`src/rtl/led_ctrl_pkg.sv`:
```
// Shared definitions for the LED controller: register map, per-LED mode
// encoding and small helpers used by the top level.
package led_ctrl_pkg;

    // Register byte addresses (bits [1:0] are never decoded)
    localparam logic [3:0] ADDR_MODE     = 4'h0;
    localparam logic [3:0] ADDR_TICK_DIV = 4'h4;
    localparam logic [3:0] ADDR_BLINK    = 4'h8;
    localparam logic [3:0] ADDR_STATUS   = 4'hC;

    // Number of LEDs owned by the controller
    localparam int unsigned NUM_LEDS = 3;

    // Per-LED source selection, 2 bits each in the MODE register
    typedef enum logic [1:0] {
        LED_OFF   = 2'd0,
        LED_ON    = 2'd1,
        LED_BLINK = 2'd2,
        LED_EVT   = 2'd3
    } led_mode_e;

    // Terminal value of the blink counter; a half-period of 0 acts as 1
    function automatic logic [7:0] blink_last(input logic [7:0] half);
        logic [7:0] last;
        if (half == 8'd0) begin
            last = 8'd0;
        end else begin
            last = half - 8'd1;
        end
        return last;
    endfunction

    // Selects what one LED shows for a given mode
    function automatic logic led_drive(input led_mode_e mode,
                                       input logic      phase,
                                       input logic      evt_on);
        logic drive;
        case (mode)
            LED_OFF:   drive = 1'b0;
            LED_ON:    drive = 1'b1;
            LED_BLINK: drive = phase;
            LED_EVT:   drive = evt_on;
            default:   drive = 1'b0;
        endcase
        return drive;
    endfunction

endpackage

```
`src/rtl/led_tick_gen.sv`:
```
// Tick prescaler: a down-counter that pulses tick when it reaches zero and
// reloads from the divider. A divider write reloads the counter at once and
// swallows the tick of that cycle so the new rate starts cleanly.
module led_tick_gen
    import led_ctrl_pkg::*;
#(
    parameter logic [23:0] TICK_DIV_RST = 24'd999
) (
    input  logic        clk,
    input  logic        reset_,
    input  logic [23:0] i_tick_div,
    input  logic        i_load,
    output logic        o_tick
);

    logic [23:0] r_cnt;

    // Zero count produces the tick unless a divider write is in progress
    assign o_tick = (r_cnt == 24'd0) && !i_load;

    // Prescaler counter: load on write, reload on zero, otherwise count down
    always_ff @(posedge clk or negedge reset_) begin
        if (!reset_) begin
            r_cnt <= TICK_DIV_RST;
        end else if (i_load) begin
            r_cnt <= i_tick_div;
        end else if (r_cnt == 24'd0) begin
            r_cnt <= i_tick_div;
        end else begin
            r_cnt <= r_cnt - 24'd1;
        end
    end

endmodule

```
`src/rtl/led_ctrl.sv`:
```
// LED controller: APB register slave plus blink and event-stretch logic
// driving the three board LEDs. Each LED independently shows off, on, the
// shared blink phase, or a stretched version of its event strobe.
module led_ctrl
    import led_ctrl_pkg::*;
#(
    parameter logic [23:0] TICK_DIV_RST = 24'd999,
    parameter logic [7:0]  BLINK_RST    = 8'd10,
    parameter logic [7:0]  STRETCH      = 8'd5
) (
    input  logic        clk,
    input  logic        reset_,
    input  logic        apb_psel,
    input  logic        apb_penable,
    input  logic        apb_pwrite,
    input  logic [3:0]  apb_paddr,
    input  logic [31:0] apb_pwdata,
    output logic [31:0] apb_prdata,
    output logic        apb_pready,
    input  logic [2:0]  evt,
    output logic        led0,
    output logic        led1,
    output logic        led2
);

    // Bus decode
    logic        w_access;
    logic        w_wr;
    logic        w_rd;
    logic [3:0]  w_addr;
    logic        w_wr_mode;
    logic        w_wr_tick;
    logic        w_wr_blink;
    logic        w_wr_status;
    logic [31:0] w_rdata;

    // Register state
    logic [5:0]  r_mode;
    logic [23:0] r_tick_div;
    logic [7:0]  r_blink;
    logic [2:0]  r_sticky;

    // Timing and event state
    logic        w_tick;
    logic [23:0] w_tick_div_val;
    logic [7:0]  r_bcnt;
    logic        r_phase;
    logic [2:0]  r_evt_d;
    logic [2:0]  w_edge;
    logic [2:0]  w_sticky_clr;
    logic [2:0]  w_stretch_on;
    logic [2:0]  w_led_nxt;
    logic [2:0]  r_led;

    // Write data bits that no register holds
    logic        w_unused;
    assign w_unused = ^{apb_paddr[1:0], apb_pwdata[31:24]};

    assign w_access    = apb_psel & apb_penable;
    assign w_wr        = w_access & apb_pwrite;
    assign w_rd        = w_access & ~apb_pwrite;
    assign w_addr      = {apb_paddr[3:2], 2'b00};
    assign w_wr_mode   = w_wr && (w_addr == ADDR_MODE);
    assign w_wr_tick   = w_wr && (w_addr == ADDR_TICK_DIV);
    assign w_wr_blink  = w_wr && (w_addr == ADDR_BLINK);
    assign w_wr_status = w_wr && (w_addr == ADDR_STATUS);

    // Control registers commit at the end of the APB access phase
    always_ff @(posedge clk or negedge reset_) begin
        if (!reset_) begin
            r_mode     <= 6'd0;
            r_tick_div <= TICK_DIV_RST;
            r_blink    <= BLINK_RST;
        end else begin
            if (w_wr_mode) begin
                r_mode <= apb_pwdata[5:0];
            end
            if (w_wr_tick) begin
                r_tick_div <= apb_pwdata[23:0];
            end
            if (w_wr_blink) begin
                r_blink <= apb_pwdata[7:0];
            end
        end
    end

    // A divider write hands its new value straight to the prescaler
    assign w_tick_div_val = w_wr_tick ? apb_pwdata[23:0] : r_tick_div;

    led_tick_gen #(
        .TICK_DIV_RST (TICK_DIV_RST)
    ) u_tick_gen (
        .clk        (clk),
        .reset_     (reset_),
        .i_tick_div (w_tick_div_val),
        .i_load     (w_wr_tick),
        .o_tick     (w_tick)
    );

    // Shared blink phase; a BLINK write restarts it from phase 0
    always_ff @(posedge clk or negedge reset_) begin
        if (!reset_) begin
            r_bcnt  <= 8'd0;
            r_phase <= 1'b0;
        end else if (w_wr_blink) begin
            r_bcnt  <= 8'd0;
            r_phase <= 1'b0;
        end else if (w_tick) begin
            if (r_bcnt == blink_last(r_blink)) begin
                r_bcnt  <= 8'd0;
                r_phase <= ~r_phase;
            end else begin
                r_bcnt <= r_bcnt + 8'd1;
            end
        end
    end

    // Delayed event copy for rising-edge detection
    always_ff @(posedge clk or negedge reset_) begin
        if (!reset_) begin
            r_evt_d <= 3'b000;
        end else begin
            r_evt_d <= evt;
        end
    end

    assign w_edge       = evt & ~r_evt_d;
    assign w_sticky_clr = w_wr_status ? apb_pwdata[10:8] : 3'b000;

    // Sticky event flags: a new edge beats a simultaneous write-1-to-clear
    always_ff @(posedge clk or negedge reset_) begin
        if (!reset_) begin
            r_sticky <= 3'b000;
        end else begin
            r_sticky <= (r_sticky & ~w_sticky_clr) | w_edge;
        end
    end

    // One stretch counter per LED; runs regardless of the LED's mode
    for (genvar g = 0; g < NUM_LEDS; g++) begin : g_stretch
        logic [7:0] r_cnt;

        // Edge (re)loads the on-time, which then drains one step per tick
        always_ff @(posedge clk or negedge reset_) begin
            if (!reset_) begin
                r_cnt <= 8'd0;
            end else if (w_edge[g]) begin
                r_cnt <= STRETCH;
            end else if (w_tick && (r_cnt != 8'd0)) begin
                r_cnt <= r_cnt - 8'd1;
            end
        end

        assign w_stretch_on[g] = (r_cnt != 8'd0);
    end

    // Next LED values from each LED's mode field
    always_comb begin
        w_led_nxt = 3'b000;
        for (int n = 0; n < NUM_LEDS; n++) begin
            w_led_nxt[n] = led_drive(led_mode_e'(r_mode[2*n +: 2]), r_phase,
                                     w_stretch_on[n]);
        end
    end

    // Registered LED pins
    always_ff @(posedge clk or negedge reset_) begin
        if (!reset_) begin
            r_led <= 3'b000;
        end else begin
            r_led <= w_led_nxt;
        end
    end

    assign led0 = r_led[0];
    assign led1 = r_led[1];
    assign led2 = r_led[2];

    // Read mux, only driven during a read access phase
    always_comb begin
        w_rdata = 32'd0;
        if (w_rd) begin
            case (w_addr)
                ADDR_MODE:     w_rdata = {26'd0, r_mode};
                ADDR_TICK_DIV: w_rdata = {8'd0, r_tick_div};
                ADDR_BLINK:    w_rdata = {24'd0, r_blink};
                ADDR_STATUS:   w_rdata = {21'd0, r_sticky, 5'd0, r_led};
                default:       w_rdata = 32'd0;
            endcase
        end else begin
            w_rdata = 32'd0;
        end
    end

    assign apb_prdata = w_rdata;
    assign apb_pready = 1'b1;

endmodule

```
`config.mk`:
```
export PLATFORM = sky130hd
export DESIGN_NAME = led_ctrl
export DESIGN_NICKNAME = d
export VERILOG_FILES = /design/src/rtl/led_ctrl_pkg.sv /design/src/rtl/led_tick_gen.sv /design/src/rtl/led_ctrl.sv
export SDC_FILE = /design/constraint.sdc
export NUM_CORES = 1
export LEC_CHECK = 0
export BUFFER_PORTS_ARGS = -buffer_cell sky130_fd_sc_hd__buf_2
export CAP_MARGIN = 40
export CORE_MARGIN = 2
export CORE_UTILIZATION = 50
export DETAILED_ROUTE_END_ITERATION = 16
export PLACE_DENSITY = 0.71
export SKIP_CTS_REPAIR_TIMING = 1
export SYNTH_ARGS = -nofsm -noshare
export SYNTH_HDL_FRONTEND = slang
export SYNTH_HIERARCHICAL = 1
export SYNTH_SLANG_ARGS = --single-unit
```
`constraint.sdc`:
```
create_clock -name clk -period 7.5 [get_ports clk]
set_clock_uncertainty 0.05 [all_clocks]
set_input_delay 1.5 -clock clk [delete_from_list [all_inputs] [get_ports clk]]
set_output_delay 1.5 -clock clk [all_outputs]
set_load 0.005 [all_outputs]
```
== Word level (Yosys, flattened, before mapping) ==
Cells that the tools add are included.

* Flip-flop bits (word level): 104
* Word-level logic and storage cells: 89

* Add/sub/neg operators: 6
* Equal/unequal tests: 13
* Multiplexer cells: 24
* Bitwise logic cells: 10
* Reductions and logical operators: 24

{| class="wikitable"
|+ Operator list
! cell !! number
|-
| 8-bit two-way mux || 12
|-
| 24-bit case mux with 4 select lines || 1
|-
| 24-bit two-way mux || 3
|-
| 32-bit two-way mux || 1
|-
| 8-bit by 1-bit subtractor with 8-bit output, second input constant || 4
|-
| 24-bit logical NOT || 1
|-
| 8-bit nonzero test || 3
|-
| 24-bit by 1-bit subtractor with 24-bit output, second input constant || 1
|-
| 2-bit == test, second input constant || 8
|-
| 1-bit case mux with 4 select lines || 3
|-
| 2-bit nonzero test || 5
|-
| 8-bit by 1-bit adder with 8-bit output, second input constant || 1
|-
| 2-bit by 1-bit == test with 1-bit output, second input constant || 4
|-
| 8-bit == test || 1
|-
| 1-bit logical AND || 8
|-
| 8-bit logical NOT || 1
|-
| 3-bit AND || 2
|-
| 2-bit logical NOT || 3
|-
| 3-bit NOT || 2
|-
| 4-bit logical NOT || 1
|-
| 1-bit AND || 3
|-
| 1-bit two-way mux || 3
|-
| 3-bit two-way mux || 1
|-
| 3-bit bitwise OR || 1
|-
| 3 further kinds || 4
|}

== Logic depth before layout (Yosys ltp) ==
Gate-level depths: netlist of run 1.

* Depth after elaboration: 11
* Mapped depth: 12
* Mapped depth without buffers: 10

== By module ==
Netlist of run 1, hierarchy kept.

{| class="wikitable"
|+ Modules (own cells, without submodules)
! module !! times used !! cells each !! area each (um^2)
|-
| led_ctrl || 1 || 435 || 4,354.2
|-
| led_tick_gen || 1 || 150 || 1,433.9
|}

== Least setup slack after synthesis of run 1 ==
No wires, ideal clock.

* Kind: in2out
* From: input port apb_paddr[2]
* To: output port apb_prdata[13]
* Arrival: 2.865 ns
* Required time: 5.950 ns
* Path slack: 3.085 ns
* Stages on the path: 6
* Path through: clkbuf_1 -> inv_1 -> or2_2 -> nor2_1 -> clkbuf_1 -> and2_1

* Longest elaborated chain between the ends: 3
* Elaborated cells between the ends (all ways): 6
* Those cells by class: eq/ne: 3; mux: 2; reduce/logical: 1

{| class="wikitable"
|+ Ends and longest elaborated chain
! element !! RTL line !! source
|-
| from (decl) || led_ctrl.sv:16 || <nowiki>input logic [3:0] apb_paddr,</nowiki>
|-
| 2-bit == test (tied with other cells) || led_ctrl.sv:183 || <nowiki>case (w_addr)</nowiki>
|-
| 24-bit case mux with 4 select lines * || led_ctrl.sv:183 ||
|-
| 32-bit two-way mux * || led_ctrl.sv:182 || <nowiki>if (w_rd) begin</nowiki>
|-
| to (decl) || led_ctrl.sv:18 || <nowiki>output logic [31:0] apb_prdata,</nowiki>
|}

Mark *: on every way between the ends. The rest lies on a longest branch, timed or not.

== Final worst setup path of run 1 ==
* From: input port apb_pwrite
* To: output port apb_prdata[21]

* Longest elaborated chain between the ends: 3

{| class="wikitable"
|+ Ends and longest elaborated chain
! element !! RTL line !! source
|-
| from (decl) || led_ctrl.sv:15 || <nowiki>input logic apb_pwrite,</nowiki>
|-
| 1-bit NOT || led_ctrl.sv:61 || <nowiki>assign w_rd = w_access & ~apb_pwrite;</nowiki>
|-
| 1-bit AND || led_ctrl.sv:61 ||
|-
| 32-bit two-way mux || led_ctrl.sv:182 ||
|}

No other way between the ends.

==> results of run 1 <==
==> cells in the mapped netlist, types with 3 or more instances <==
| master | n |
|---|---|
| nor2_1 | 67 |
| or2_2 | 6 |
| nor4_1 | 15 |
| dfrtp_1 | 86 |
| xnor2_1 | 25 |
| ha_1 | 8 |
| dfstp_2 | 18 |
| buf_6 | 5 |
| nor3b_1 | 5 |
| a211o_1 | 3 |
| nand2_1 | 54 |
| clkbuf_1 | 14 |
| nor4_2 | 3 |
| xor2_1 | 13 |
| nand3_1 | 15 |
| and2_1 | 13 |
| or4_1 | 6 |
| nand4_1 | 6 |
| nor3_1 | 10 |
| buf_4 | 9 |
| buf_2 | 6 |
| nor2b_1 | 9 |
| nor3_2 | 3 |
| mux2i_1 | 9 |
| or3_1 | 8 |
| mux4_2 | 3 |
| nand2b_1 | 9 |
| o31ai_1 | 4 |
| mux2_2 | 31 |
| a31oi_1 | 6 |
| o311ai_0 | 3 |
| a21oi_1 | 35 |
| and3_1 | 5 |
| o21ai_0 | 17 |
| o211ai_1 | 3 |
| inv_1 | 19 |
==> kinds of logic (layout without fill, tap and decap cells) <==
logic type                 count (synthesis)  count (layout)  synth area share [%]
and+or+nand+nor                          248             248                 23.22
DFF                                      104             104                 45.35
AOI/OAI and AO/OA                         88              88                 9.879
buffers and inverters                     53             101                 4.799
muxes                                     43              43                 8.755
xor gates and xnor gates                  39              39                 6.139
adders and majority gates                  8               8                 1.729
other                                      2               9                0.1298
==> sequential cells by signal, indices dropped and copies added, names as in the netlist <==
| name | flops |
|---|---|
| u_tick_gen/r_cnt | 24 |
| r_bcnt | 8 |
| r_led | 3 |
| g_stretch.r_cnt | 24 |
| r_phase | 1 |
| r_tick_div | 24 |
| r_blink | 8 |
| r_mode | 6 |
| r_sticky | 3 |
| r_evt_d | 3 |
==> how the worst min path moves through the flow <==
stage,startpoint,endpoint,slack (ns),cells after the start
after global routing,r_sticky[0],r_sticky[0],0.46,2
final,r_sticky[1],r_sticky[1],0.44,2
after floorplan,r_sticky[0],r_sticky[0],0.39,2
after detailed placement,r_sticky[1],r_sticky[1],0.42,2
after CTS,r_sticky[1],r_sticky[1],0.44,2
after global placement,r_sticky[0],r_sticky[0],0.41,2
==> critical path, cell delays in order <==
cell and delay (ns):
buf_2 0.11, nand3b_1 0.38, or2_2 0.44, nor2_1 0.56, and2_1 0.24, buf_2 0.12
==> per-stage QoR <==
stage / cell area, um^2 / util [%] / instances
2_1_floorplan: 5814 / - / 592
3_3_place_gp: 6105 / 53.69 / 763
3_5_place_dp: 6172 / 54.29 / 767
4_1_cts: 6465 / 56.86 / 783
5_1_grt: 6465 / 56.86 / 783
6_report: 6465 / 56.86 / 783
==> placed cells by master, fill, tap and decap left out, types with 9 or more instances in the layout <==
master / netlist / final
nor2_1: 67 / 67
inv_1: 19 / 19
dfstp_2: 18 / 18
xnor2_1: 25 / 25
buf_2: 6 / 60
o21ai_0: 17 / 17
clkbuf_16: 0 / 9
a21oi_1: 35 / 35
xor2_1: 13 / 13
dfrtp_1: 86 / 86
mux2_2: 31 / 31
nand2_1: 54 / 54
nand3_1: 15 / 15
conb_1: 2 / 9
nand2b_1: 9 / 9
nor3_1: 10 / 10
nor4_1: 15 / 15
nor2b_1: 9 / 9
and2_1: 13 / 13
mux2i_1: 9 / 9
==> power by group <==
part / switching (mW) / internal (mW) / leakage (nW)
Sequential: 0.112 / 0.686 / 1.24
Combinational: 0.167 / 0.163 / 1.40
Clock: 0.206 / 0.268 / 0.140
Total: 0.486 / 1.12 / 2.78
==> metal layers <==
layer	vias to the layer above	track usage, %	share of wire, %
li1	2129	-	-
met4	0	7.984	2.0
met2	93	36.50	51
met3	18	4.409	4.1
met1	2173	26.70	43
met5	-	0	0
==> layout make-up <==
cell class / count / share of cell area [%]
inverter: 19 / 1.103
multi-input combinational: 435 / 45.04
tap: 143 / 2.768
sequential: 104 / 40.60
timing repair buffer: 66 / 5.961
clock inverter: 3 / 0.6580
clock buffer: 13 / 3.871
==> flow_metrics.env, run 1 <==
export IMPL_status="finished, final reports clean"
export IMPL_diodes=0
export IMPL_setup_viol=0
export IMPL_p_per_area_mw_per_mm2=248.0
export IMPL_final_hold_violation_count=0
export IMPL_finalCriticalPeriod_ns=4.900
export IMPL_endpoint_kind="output pin"
export IMPL_synthFlopType="dfrtp_1"
export IMPL_wire_per_inst_um=16.33
export IMPL_die_area_mm2=0.01245
export IMPL_overflow=0
export IMPL_rows=39
export IMPL_finalCritPeriodShare_pct=65.33
export IMPL_r2r_end="g_stretch[0].r_cnt[7]"
export IMPL_htree_levels=3
export IMPL_synth_top_area_share_pct=37.18
export IMPL_reg2regPathDepth=9
export IMPL_port_buffers=60
export IMPL_crit_path_max_fanout=13
export IMPL_synth_edf_count=0
export IMPL_multi_input_area_mm2=0.002912
export IMPL_synth_cell_area_mm2=0.005788
export IMPL_worst_slack_ns=2.600
export IMPL_fill_cells=1001
export IMPL_drive_gt1_share_pct=24.38
export IMPL_r2r_start="u_tick_gen/r_cnt[4]"
export IMPL_cp_required_ns=5.95
export IMPL_initial_core_util_pct=50.91
export IMPL_synthArstFlopShare_pct=100.0
export IMPL_io_pins=80
export IMPL_wirelength_mm=12.79
export IMPL_hold_class="reg -> reg"
export IMPL_coreArea_mm2=0.01137
export IMPL_yosysSeqAreaShare_pct=45.35
export IMPL_pre_cts_slack_ns=2.503
export IMPL_drc_errors=0
export IMPL_final_nets=687
export IMPL_synth_seq_cells=104
export IMPL_rrSetupSlack_ns=4.44
export IMPL_cts_tree="built"
export IMPL_critPathLaunch="apb_pwrite"
export IMPL_drtAntennaViolNets=0
export IMPL_grt_pass1_wl_mm=21.53
export IMPL_hpwl_mm=9.158
export IMPL_vias=4413
export IMPL_clock_path_buffers=2
export IMPL_grt_max_degree=69
export IMPL_max_freq_ghz=0.2041
export IMPL_insertion_delay_ns=0.35
export IMPL_drtPass1Iterations=4
export IMPL_cts_root_buf="clkbuf_16"
export IMPL_synth_cell_type_count=62
export IMPL_die_h_um=111.6
export IMPL_syn_area_per_cell_um2=9.894
export IMPL_synthTopCellsByArea="dfrtp_1 (37%), dfstp_2 (8.2%), mux2_2 (6.0%)"
export IMPL_start_kind="input pin"
export IMPL_die_x_um=111.6
export IMPL_tightestPinTransition_ns=0.8500
export IMPL_antenna_found_initial=0
export IMPL_post_synth_top_area_cell="dfrtp_1"
export IMPL_maxCapViolCount=0
export IMPL_p_leak_nw=2.778
export IMPL_whs_ns=0.4399
export IMPL_cp_endpoint="apb_prdata[21]"
export IMPL_rsz0062_at_grt="no"
export IMPL_path_clk_slew_ns=0.07
export IMPL_viasPerCell=5.636
export IMPL_seqCellArea_mm2=0.002625
export IMPL_grtUsageTotal_pct=21.30
export IMPL_finalPower_mw=1.603
export IMPL_place_congestion=0.8139
export IMPL_grt_pass1_vias=4429
export IMPL_clock_sinks=104
export IMPL_path_class="in -> out"
export IMPL_cp_arrival_ns=3.35
export IMPL_fin_tns_setup_ns=0
export IMPL_syn_to_final_growth_pct=11.69
export IMPL_drt_iter0_markers=298
export IMPL_final_max_slew_viol_count=0
export IMPL_synth_cells=585
export IMPL_ys_warn_count=6
export IMPL_relSlewSlack_pct=43.34
export IMPL_cts_buffers=9
export IMPL_vdd_drop_max_mv=0.1422
(Power assumes the default switching activity.)
==> run 2: changes to the inputs <==
==> constraint.sdc (replaced) <==
create_clock -name clk -period 5 [get_ports clk]
set_clock_uncertainty 0.05 [all_clocks]
set_input_delay 1 -clock clk [delete_from_list [all_inputs] [get_ports clk]]
set_output_delay 1 -clock clk [all_outputs]
set_load 0.005 [all_outputs]
==> flow_metrics.env, run 2 (same netlist as run 1, synthesis figures left out) <==
export IMPL_drc_errors=0
export IMPL_viasPerCell=5.610
export IMPL_hpwl_mm=8.841
export IMPL_grt_pass1_wl_mm=21.53
export IMPL_cts_buffers=9
export IMPL_rows=39
export IMPL_p_leak_nw=2.793
export IMPL_vias=4387
export IMPL_fill_cells=979
export IMPL_drtPass1Iterations=5
export IMPL_clock_path_buffers=2
export IMPL_place_congestion=0.7837
export IMPL_diodes=0
export IMPL_path_clk_slew_ns=0.07
export IMPL_wire_per_inst_um=16.00
export IMPL_layout_cells_non_filler=782
export IMPL_setup_viol=0
export IMPL_drive_gt1_share_pct=24.73
export IMPL_start_kind="input pin"
export IMPL_grt_max_degree=63
export IMPL_status="finished, final reports clean"
export IMPL_final_core_util_pct=57.21
export IMPL_final_nets=686
export IMPL_drt_iter0_markers=278
export IMPL_hold_class="reg -> reg"
export IMPL_io_pins=80
export IMPL_port_buffers=60
export IMPL_endpoint_kind="output pin"
export IMPL_insertion_delay_ns=0.35
export IMPL_path_class="in -> out"
export IMPL_antenna_found_initial=0
export IMPL_cp_arrival_ns=2.87
export IMPL_fin_area_mm2=0.006505
export IMPL_cts_root_buf="clkbuf_16"
export IMPL_fin_tns_setup_ns=0
export IMPL_grtUsageTotal_pct=21.26
export IMPL_htree_levels=3
export IMPL_grt_pass1_vias=4483
export IMPL_die_area_mm2=0.01245
export IMPL_cp_required_ns=3.95
export IMPL_initial_core_util_pct=50.91
export IMPL_rsz0062_at_grt="no"
export IMPL_finalCritPeriodShare_pct=78.50
export IMPL_max_freq_ghz=0.2548
export IMPL_crit_path_max_fanout=13
export IMPL_overflow=0
export IMPL_maxCapViolCount=0
export IMPL_relSlewSlack_pct=39.92
export IMPL_clock_sinks=104
export IMPL_cts_tree="built"
export IMPL_finalCriticalPeriod_ns=3.925
export IMPL_vdd_drop_max_mv=0.3095
export IMPL_p_per_area_mw_per_mm2=386.7
export IMPL_die_h_um=111.6
export IMPL_dp_cells=766
export IMPL_final_max_slew_viol_count=0
export IMPL_coreArea_mm2=0.01137
export IMPL_drtAntennaViolNets=0
export IMPL_syn_to_final_growth_pct=12.39
export IMPL_layout_commonest_cell="dfrtp_1"
export IMPL_tightestPinTransition_ns=0.8944
export IMPL_wirelength_mm=12.52
export IMPL_layout_common_cells="dfrtp_1 (86), nor2_1 (67), buf_2 (59)"
export IMPL_final_hold_violation_count=0
export IMPL_place_area_mm2=0.006151
export IMPL_die_x_um=111.6
export IMPL_top_regs="g_stretch.r_cnt x24, r_tick_div x24, u_tick_gen/r_cnt x24"
[run 2: cell types whose count changed in the layout (fill, tap and decap cells not counted), sizes merged]
| cell | change |
|---|---|
| clkbuf | -3 |
| bufinv | +2 |
| buf | -1 |
| inv | +1 |
[run 2: metrics by stage]
stage / hold WS [ns] / power [mW] / setup slack, ns
after floorplan: 0.3942 / 1.566 / 1.313
after global placement: 0.4085 / 1.666 / 1.123
after detailed placement: 0.4197 / 1.695 / 1.009
after CTS: 0.4364 / 2.533 / 1.001
after global routing: 0.4824 / 2.650 / 0.8685
final: 0.4323 / 2.516 / 1.075
[run 2: worst max-delay path, cell delays in order]
cell	delay, ns
buf_2	0.11
nand3b_1	0.38
or2_2	0.44
nor2_1	0.59
and2_1	0.23
buf_2	0.11
[run 2: where the power goes]
group | internal, mW | switching, mW | leakage, nW
logic | 0.244 | 0.248 | 1.38
clock network | 0.506 | 0.323 | 0.169
registers | 1.03 | 0.166 | 1.24
total | 1.78 | 0.737 | 2.79
[run 2: final timing paths]
kind | startpoint | end | slack, ns | cells past startpoint
worst max-delay path | apb_pwrite | apb_prdata[21] | 1.08 | 6
worst min-delay path | r_sticky[0] | r_sticky[0] | 0.43 | 2
worst max register to register | u_tick_gen/r_cnt[4] | g_stretch[0].r_cnt[7] | 1.92 | 9
worst min register to register | r_sticky[0] | r_sticky[0] | 0.43 | 2
max in group asynchronous | reset_ | r_tick_div[9] | 3.18 | 2
min in group asynchronous | reset_ | r_bcnt[2] | 0.67 | 1
[run 2: layer usage]
| metal | vias up | track usage [%] | share of wire (%) |
|---|---|---|---|
| met5 | - | 0 | 0 |
| met4 | 0 | 7.325 | 1.9 |
| met3 | 22 | 4.845 | 4.9 |
| met2 | 98 | 35.93 | 50 |
| met1 | 2135 | 27.07 | 43 |
| li1 | 2132 | - | - |
[run 2: layout make-up]
cell class / count / area [um^2] / area share [%]
multi-input combinational: 435 / 2912 / 44.76
sequential: 104 / 2625 / 40.35
timing repair buffer: 65 / 364.1 / 5.597
clock buffer: 10 / 239.0 / 3.674
tap: 143 / 178.9 / 2.751
clock inverter: 6 / 115.1 / 1.770
inverter: 19 / 71.32 / 1.096
==> run 3: changes to the inputs <==
--- a/config.mk
+++ b/config.mk
@@ -5,12 +5,13 @@
 export SDC_FILE = /design/constraint.sdc
 export NUM_CORES = 1
 export LEC_CHECK = 0
+export ABC_AREA = 1
 export BUFFER_PORTS_ARGS = -buffer_cell sky130_fd_sc_hd__buf_2
 export CAP_MARGIN = 40
 export CORE_MARGIN = 2
 export CORE_UTILIZATION = 50
 export DETAILED_ROUTE_END_ITERATION = 16
-export PLACE_DENSITY = 0.71
+export PLACE_DENSITY = 0.74
 export SKIP_CTS_REPAIR_TIMING = 1
 export SYNTH_ARGS = -nofsm -noshare
 export SYNTH_HDL_FRONTEND = slang
==> constraint.sdc (replaced) <==
create_clock -name clk -period 3.5 [get_ports clk]
set_clock_uncertainty 0.05 [all_clocks]
set_input_delay 0.7 -clock clk [delete_from_list [all_inputs] [get_ports clk]]
set_output_delay 0.7 -clock clk [all_outputs]
set_load 0.005 [all_outputs]
==> flow_metrics.env, run 3 <==
export IMPL_initial_core_util_pct=51.50
export IMPL_layout_common_cells="nand2_1 (242), nor2_1 (93), dfrtp_1 (86)"
export IMPL_io_pins=80
export IMPL_endpoint_kind="output pin"
export IMPL_finalCriticalPeriod_ns=2.885
export IMPL_viasPerCell=5.063
export IMPL_rows=39
export IMPL_rrSetupSlack_ns=0.86
export IMPL_grt_max_degree=105
export IMPL_final_nets=905
export IMPL_start_kind="input pin"
export IMPL_synthFlopType="dfrtp_1"
export IMPL_drtPass1Iterations=4
export IMPL_place_congestion=0.9088
export IMPL_cts_root_buf="clkbuf_16"
export IMPL_insertion_delay_ns=0.34
export IMPL_power_switching_mw=1.182
export IMPL_drt_iter0_markers=248
export IMPL_path_clk_slew_ns=0.07
export IMPL_syn_to_final_growth_pct=11.29
export IMPL_synthArstFlopShare_pct=100.0
export IMPL_p_per_area_mw_per_mm2=526.7
export IMPL_synth_cell_type_count=43
export IMPL_cts_buffers=9
export IMPL_drive_gt1_share_pct=17.25
export IMPL_coreArea_mm2=0.01147
export IMPL_tightestPinTransition_ns=0.7438
export IMPL_wire_per_inst_um=13.09
export IMPL_pwr_share_seq_pct=48.0
export IMPL_synth_seq_cells=104
export IMPL_synth_cells=794
export IMPL_overflow=0
export IMPL_clock_path_buffers=2
export IMPL_p_sw_share_pct=34.14
export IMPL_whs_ns=0.3369
export IMPL_port_buffers=60
export IMPL_grt_pass1_vias=4831
export IMPL_cp_required_ns=2.75
export IMPL_r2r_start="u_tick_gen/r_cnt[15]"
export IMPL_finalCritPeriodShare_pct=82.42
export IMPL_die_area_mm2=0.01270
export IMPL_vias=5068
export IMPL_top_regs="g_stretch.r_cnt x24, r_tick_div x24, u_tick_gen/r_cnt x24"
export IMPL_antenna_found_initial=0
export IMPL_post_synth_top_area_cell="dfrtp_1"
export IMPL_path_class="in -> out"
export IMPL_maxCapViolCount=0
export IMPL_htree_levels=3
export IMPL_setup_viol=0
export IMPL_synth_common_cells="nand2_1 (242), nor2_1 (94), dfrtp_1 (86)"
export IMPL_cp_endpoint="apb_prdata[2]"
export IMPL_synth_top_area_share_pct=36.44
export IMPL_final_max_slew_viol_count=0
export IMPL_p_leak_nw=3.261
export IMPL_die_x_um=112.7
export IMPL_synthTopCellsByArea="dfrtp_1 (36%), nand2_1 (15%), dfstp_2 (8.0%)"
export IMPL_die_h_um=112.7
export IMPL_yosysMostFrequentCell="nand2_1"
export IMPL_vdd_drop_max_mv=0.3142
export IMPL_layout_commonest_cell="nand2_1"
export IMPL_synth_cell_area_mm2=0.005906
export IMPL_grt_pass1_wl_mm=22.55
export IMPL_cts_tree="built"
export IMPL_hpwl_mm=9.557
export IMPL_pwr_share_comb_pct=25.1
export IMPL_cp_arrival_ns=2.13
export IMPL_status="finished, final reports clean"
export IMPL_hold_class="in -> async"
export IMPL_fin_tns_setup_ns=0
export IMPL_max_freq_ghz=0.3466
export IMPL_relSlewSlack_pct=50.36
export IMPL_fin_area_mm2=0.006573
export IMPL_crit_path_max_fanout=21
export IMPL_synth_edf_count=0
export IMPL_ys_warn_count=6
export IMPL_drtAntennaViolNets=0
export IMPL_wirelength_mm=13.11
export IMPL_drc_errors=0
export IMPL_critPathLaunch="apb_pwrite"
export IMPL_rsz0062_at_grt="no"
export IMPL_internal_power_mw=2.280
export IMPL_r2r_end="g_stretch[0].r_cnt[7]"
export IMPL_clkPwrFrac_pct=26.9
export IMPL_diodes=0
export IMPL_final_hold_violation_count=0
export IMPL_clock_sinks=104
export IMPL_grtUsageTotal_pct=21.73
export IMPL_place_area_mm2=0.006305
export IMPL_yosysSeqAreaShare_pct=44.45
export IMPL_syn_area_per_cell_um2=7.438
export IMPL_reg2regPathDepth=14
## run 3: changes by cell type in the layout (fill, tap and decap cells not counted), moves of 11 or more
cell / change
nand3_1: +17
nor2_1: +26
o21ai_1: +25
nand4_1: +11
nor4_1: -13
mux2_2: -31
xnor2_1: -24
o21ai_0: +19
inv_2: +14
nand2_1: +188
inv_1: +61
nor2_2: +17
## run 3: worst min path at each step
stage | start | end | depth (start not counted)
floorplan | reset_ | g_stretch[0].r_cnt[0] | 0
global placement | g_stretch[0].r_cnt[7] | g_stretch[0].r_cnt[7] | 1
detailed placement | g_stretch[0].r_cnt[7] | g_stretch[0].r_cnt[7] | 1
CTS | reset_ | r_evt_d[1] | 2
global route | reset_ | g_stretch[1].r_cnt[1] | 2
finish | reset_ | r_evt_d[1] | 2
## run 3: area by class of cell
type,count,area [um^2]
inverter,95,359.1
timing repair buffer,65,352.8
fill,1080,4895
tap,143,178.9
clock buffer,12,236.5
multi-input combinational,578,2789
clock inverter,4,31.28
sequential,104,2625
## run 3: worst max-delay path, stage by stage
cell and delay, ns:
buf_2 0.10, nor3_1 0.36, inv_1 0.44, a41oi_1 0.36, buf_2 0.17
## run 3: kinds of logic (layout without fill, tap and decap cells)
kind of cell    count (synthesis)  in the layout  synth area share [%]
simple gates                  437            437                 32.52
buf+inv                       119            176                 8.814
compound gates                105            105                 9.576
flops                         104            104                 44.45
xor+xnor                       19             19                 2.818
fa+ha+maj                       8              8                 1.695
other cells                     2              9                0.1272
## run 3: routing by layer
layer  track usage (%)  routed length [um]
met4             7.236                 221
met2             35.09                6013
met1             30.24                6340
met3             3.240                 531
met5                 0                   0
## run 3: metrics by stage
stage | util [%] | total power [mW] | setup slack, ns | instances
4_1_cts | 57.32 | 3.481 | 0.6138 | 1001
5_1_grt | 57.32 | 3.708 | 0.4522 | 1001
3_5_place_dp | 54.98 | 2.541 | 0.5421 | 985
3_3_place_gp | 54.98 | 2.517 | 0.5894 | 985
2_1_floorplan | - | 2.302 | 0.5430 | 801
6_report | 57.32 | 3.462 | 0.6152 | 1001
## run 3: power groups by stage
stage          sequential [mW]  combinational, mW  clock (mW)
3_5_place_dp              1.68              0.866           0
5_1_grt                   1.69               1.01        1.01
2_1_floorplan             1.63              0.668           0
3_3_place_gp              1.67              0.843           0
4_1_cts                   1.66              0.870       0.953
6_report                  1.66              0.870       0.931
